File: src/rtl/score_display_ctrl.sv
// Score display sequencer: captures both player scores, converts them to BCD with one
// shared double-dabble engine, and drives the digit nibbles plus blank/blink enables.
module score_display_ctrl #(
    parameter int SCORE_W   = 7,
    parameter int BLINK_DIV = 25000000
) (
    input  logic               clock,
    input  logic               resetn,
    input  logic               score_valid,
    input  logic [SCORE_W-1:0] score_p1,
    input  logic [SCORE_W-1:0] score_p2,
    input  logic               game_over,
    output logic               busy,
    output logic [15:0]        digits,
    output logic [3:0]         digit_en
);

    localparam int SR_W   = 8 + SCORE_W;
    localparam int ITER_W = (SCORE_W > 1) ? $clog2(SCORE_W) : 1;
    localparam int BC_W   = (BLINK_DIV > 1) ? $clog2(BLINK_DIV) : 1;
    localparam logic [ITER_W-1:0] ITER_LAST  = ITER_W'(SCORE_W - 1);
    localparam logic [BC_W-1:0]   BLINK_LAST = BC_W'(BLINK_DIV - 1);

    typedef enum logic [1:0] {IDLE, CONV_P1, CONV_P2, COMMIT} state_t;

    state_t              state_q, state_d;
    logic                pending_q, pending_d;
    logic [ITER_W-1:0]   iter_q, iter_d;
    logic [15:0]         digits_q, digits_d;
    logic [3:0]          digit_en_q, digit_en_d;
    logic [BC_W-1:0]     blink_cnt_q, blink_cnt_d;
    logic                phase_on_q, phase_on_d;
    logic [SCORE_W-1:0]  pend_p1_q, pend_p1_d;
    logic [SCORE_W-1:0]  pend_p2_q, pend_p2_d;
    logic [SCORE_W-1:0]  p2_snap_q, p2_snap_d;
    logic [SR_W-1:0]     sr_q, sr_d;
    logic [7:0]          p1_bcd_q, p1_bcd_d;
    logic [SR_W-1:0]     dd_next;

    function automatic logic [SCORE_W-1:0] clamp99(input logic [SCORE_W-1:0] v);
        if (32'(v) >= 32'd100) return SCORE_W'(99);
        return v;
    endfunction

    // One double-dabble iteration: correct each BCD nibble, then shift left.
    function automatic logic [SR_W-1:0] dd_step(input logic [SR_W-1:0] sr);
        logic [SR_W-1:0] t;
        t = sr;
        if (t[SR_W-1 -: 4] >= 4'd5) t[SR_W-1 -: 4] = t[SR_W-1 -: 4] + 4'd3;
        if (t[SR_W-5 -: 4] >= 4'd5) t[SR_W-5 -: 4] = t[SR_W-5 -: 4] + 4'd3;
        return {t[SR_W-2:0], 1'b0};
    endfunction

    always_comb begin
        state_d     = state_q;
        pending_d   = pending_q;
        iter_d      = iter_q;
        digits_d    = digits_q;
        blink_cnt_d = blink_cnt_q;
        phase_on_d  = phase_on_q;
        pend_p1_d   = pend_p1_q;
        pend_p2_d   = pend_p2_q;
        p2_snap_d   = p2_snap_q;
        sr_d        = sr_q;
        p1_bcd_d    = p1_bcd_q;
        dd_next     = dd_step(sr_q);

        case (state_q)
            IDLE: begin
                if (pending_q) begin
                    sr_d      = {8'h00, pend_p1_q};
                    p2_snap_d = pend_p2_q;
                    pending_d = 1'b0;
                    iter_d    = '0;
                    state_d   = CONV_P1;
                end
            end
            CONV_P1: begin
                sr_d   = dd_next;
                iter_d = iter_q + 1'b1;
                if (iter_q == ITER_LAST) begin
                    p1_bcd_d = dd_next[SR_W-1 -: 8];
                    sr_d     = {8'h00, p2_snap_q};
                    iter_d   = '0;
                    state_d  = CONV_P2;
                end
            end
            CONV_P2: begin
                sr_d   = dd_next;
                iter_d = iter_q + 1'b1;
                if (iter_q == ITER_LAST) begin
                    iter_d  = '0;
                    state_d = COMMIT;
                end
            end
            COMMIT: begin
                digits_d = {p1_bcd_q, sr_q[SR_W-1 -: 8]};
                state_d  = IDLE;
            end
            default: state_d = IDLE;
        endcase

        // Capture after the FSM so a same-cycle strobe re-arms pending.
        if (score_valid) begin
            pend_p1_d = clamp99(score_p1);
            pend_p2_d = clamp99(score_p2);
            pending_d = 1'b1;
        end

        if (game_over) begin
            if (blink_cnt_q == BLINK_LAST) begin
                blink_cnt_d = '0;
                phase_on_d  = ~phase_on_q;
            end else begin
                blink_cnt_d = blink_cnt_q + 1'b1;
            end
        end else begin
            blink_cnt_d = '0;
            phase_on_d  = 1'b1;
        end

        // Uses the next phase so releasing game_over restores the display in one edge.
        digit_en_d = phase_on_d ? {digits_q[15:12] != 4'd0, 1'b1, digits_q[7:4] != 4'd0, 1'b1}
                                : 4'b0000;
    end

    always_ff @(posedge clock or negedge resetn) begin
        if (!resetn) begin
            state_q     <= IDLE;
            pending_q   <= 1'b0;
            iter_q      <= '0;
            digits_q    <= 16'h0000;
            digit_en_q  <= 4'b0101;
            blink_cnt_q <= '0;
            phase_on_q  <= 1'b1;
        end else begin
            state_q     <= state_d;
            pending_q   <= pending_d;
            iter_q      <= iter_d;
            digits_q    <= digits_d;
            digit_en_q  <= digit_en_d;
            blink_cnt_q <= blink_cnt_d;
            phase_on_q  <= phase_on_d;
        end
    end

    // Datapath registers are qualified by the control state and need no reset.
    always_ff @(posedge clock) begin
        pend_p1_q <= pend_p1_d;
        pend_p2_q <= pend_p2_d;
        p2_snap_q <= p2_snap_d;
        sr_q      <= sr_d;
        p1_bcd_q  <= p1_bcd_d;
    end

    assign busy     = (state_q != IDLE);
    assign digits   = digits_q;
    assign digit_en = digit_en_q;

endmodule

File: config.mk
export PLATFORM = sky130hd
export DESIGN_NAME = score_display_ctrl
export DESIGN_NICKNAME = d
export VERILOG_FILES = /design/src/rtl/score_display_ctrl.sv
export SDC_FILE = /design/constraint.sdc
export NUM_CORES = 1
export LEC_CHECK = 0
export BUFFER_PORTS_ARGS = -buffer_cell sky130_fd_sc_hd__buf_2
export CAP_MARGIN = 20
export CORE_MARGIN = 2
export CORE_UTILIZATION = 55
export CTS_BUF_LIST = sky130_fd_sc_hd__clkbuf_2
export DETAILED_ROUTE_END_ITERATION = 7
export HOLD_SLACK_MARGIN = 0.05
export PLACE_DENSITY = 0.84
export SYNTH_ARGS = -nofsm -noshare
export SYNTH_HDL_FRONTEND = slang
export SYNTH_SLANG_ARGS = --single-unit
File: constraint.sdc
create_clock -name clock -period 1.7 [get_ports clock]
set_input_delay 0.51 -clock clock [delete_from_list [all_inputs] [get_ports clock]]
set_output_delay 0.51 -clock clock [all_outputs]
set_load 0.05 [all_outputs]
==> reports/metrics.cfg <==
[setup_path]
critPathLaunchType = register
crit_type = reg2out
crit_path_end_kind = primary output
arrival_ps = 1450
crit_required_ps = 1190
reg2regPathDepth = 6
critPathMaxFanout = 4

[power]
pwr-share-seq = 0.393
peakVddDrop_uv = 1070
swShare = 0.409
p_int_mw = 5.41
p_clk_frac = 0.113
comb_power_share = 0.493
p_sw_mw = 3.74
power_leakage_nw = 2.32
power_density_nw_per_um2 = 1620

[routing]
route.detailed.drc = 0
drtIter0Drc = 218
first_pass_iters = 4
vias = 3349
wl_mm = 10.9
post_drt_via_cell_ratio = 5.92
ant_nets = 0
wl_per_cell_um = 19.2

[clock_network]
path_clk_slew_ps = 270
cts_max_path_buffers = 2
cts_buffers = 9
clock-sinks = 94
insertion_delay_ps = 560
h-tree-depth = 3
cts_tree = yes
clock-root-buffer = clkbuf_2

[placed_design]
port_buffers = 38
place.gp.congestion = 0.818
dp_cells = 505
preCtsSetupSlack_ps = -82.0
dp_hpwl_mm = 5.86

[yosys]
ys_seq_area_frac = 0.609
ys_top_cells_by_count = dfrtp_1 (49), edfxtp_1 (44), nor2_1 (29)
yosys.area.top_type = edfxtp_1
synth_edf_count = 44
ys_ff_latch = 94
synth.net_count = 375
syn_inst = 348
synth_warnings = 0
synthFlopType = dfrtp_1
synth.avg_cell_area_um2 = 12.1
synthDistinctLibCells = 51
yosysMostFrequentCell = dfrtp_1
syn_area_um2 = 4220
synthTopCellsByArea = edfxtp_1 (31%), dfrtp_1 (29%), mux2_2 (4.5%), ha_1 (2.7%), nor2_1 (2.6%)
synth-async-reset-ratio = 0.532
synth_top_area_share = 0.313

[hold_path]
hold_class = in2reg
hold_depth = 1

[grt]
first_global_vias = 3169
grt_max_degree = 51
grtUsageTotal = 0.228
grt_pass1_wl_mm = 15.1
antenna_found_initial = 0
grt-ovfl-total = 0

[cells_and_area]
stdcell_count = 566
area_delta_synth_final_pct = 33.6
diodes = 0
layout-drive-gt1-share = 0.450
nFillCells = 406
final_util = 0.770
fin_nets = 489

[floorplanning]
rows = 31
die_w_um = 91.6
core_um2 = 7330
fp.dieH_um = 91.6
initial_core_util = 0.576
boundaryPins = 39
die_area_um2 = 8400

[sta]
tightest_slew_ps = 699
setup_tns_ps = -5930
rsz0062_at_grt = yes
finalCritPeriodShare = 1.15
finalSetupViolCount = 35
setup_ws_ps = -261
hold_violations = 0
finalClockSkew_ps = 44.8
max-slew-margin-rel = 0.530
period_minus_slack_ps = 1960
maxSlewViolCount = 0
fmax_mhz = 510
fin_hold_ws_ps = 152

[outcome]
status = complete, but fails checks
violations = setup timing

[job]
cap_viol_max_count = 0

[repair_timing]
item                       in CTS  in global routing
hold buffers                    1                  0
pin swaps                       8                 27
setup endpoints to repair      60                 83
resized for setup              48                 81
gates cloned                    0                  3
setup buffers                  21                 21
hold endpoints to repair       49                  0
[registers in the layout (all words and copies together), names as in the netlist]
register and count:
sr_q 15, pend_p1_q 7, digit_en 3, state_q 2, pend_p2_q 7, blink_cnt_q 25, p1_bcd_q 8, pending_q 1
digits 16, p2_snap_q 7, iter_q 3
[worst paths after layout]
check | endpoint | slack [ps] | startpoint
max reg2reg | digit_en[1] | -240 | blink_cnt_q[6]
max in group asynchronous | digit_en[2] | 990 | resetn
min | pend_p2_q[5] | 150 | score_p2[5]
min reg2reg | p2_snap_q[3] | 460 | pend_p2_q[3]
min in group asynchronous | state_q[0] | 410 | resetn
max | busy | -260 | state_q[0]
[cells by family after synthesis]
family                     synth area share
buffers and inverters                0.0278
AOI/OAI and AO/OA                    0.0791
muxes                                0.0501
adders and majority gates            0.0267
xor gates and xnor gates             0.0332
and+or+nand+nor                       0.174
DFF                                   0.609
[worst max-delay path: stages, from the launching register on]
cell and delay, ps:
dfrtp_1 480, inv_2 90, ha_4 160, inv_4 40
buf_8 140
[area by class of cell]
type                            instances  area, um^2  share of cell area
Sequential cell                        94        2570               0.456
Multi-Input combinational cell        228        1830               0.324
Timing Repair Buffer                  116         963               0.171
Tap cell                               99         124              0.0220
Clock inverter                          7        56.3             0.00998
Inverter                               13        53.8             0.00954
Clock buffer                            9        45.0             0.00798
[power groups by stage]
stage | Combinational, mW | Sequential [mW] | Clock (mW)
2_1_floorplan | 1.62 | 4.18 | 0
3_3_place_gp | 3.01 | 3.53 | 0
3_5_place_dp | 3.16 | 3.56 | 0
4_1_cts | 3.70 | 3.51 | 1.02
5_1_grt | 4.76 | 3.64 | 1.14
6_report | 4.51 | 3.60 | 1.04
[through the flow]
stage	cell area, um^2	power (mW)
after floorplan	4250	5.79
after global placement	4760	6.55
after detailed placement	4760	6.73
after CTS	5180	8.24
after global routing	5640	9.55
final	5640	9.14
[cells in the final DEF, fill, tap and decap left out, types with 4 or more instances in the layout]
master / instances
o2bb2ai_1: 6
nor2_4: 10
a21oi_2: 7
buf_8: 5
edfxtp_1: 44
buf_6: 22
nand3_1: 10
dfrtp_1: 49
nor4_1: 5
buf_2: 17
inv_1: 8
and2_1: 12
xor2_1: 6
clkbuf_2: 9
buf_4: 69
mux2_2: 17
a21oi_1: 5
o21ai_0: 12
nor2_2: 7
xnor2_1: 10
nor2_1: 12
ha_2: 4
nand4_1: 8
nand2b_1: 8
a21boi_0: 4
nand2_1: 24
[layer usage]
layer | share of wire | global-route usage | routed length (um)
met3 | 0.056 | 0.0444 | 606
met1 | 0.39 | 0.286 | 4200
met2 | 0.52 | 0.394 | 5620
met5 | 0 | 0 | 0
met4 | 0.040 | 0.0808 | 433
No activity file was read; power rests on OpenSTA's default activity.
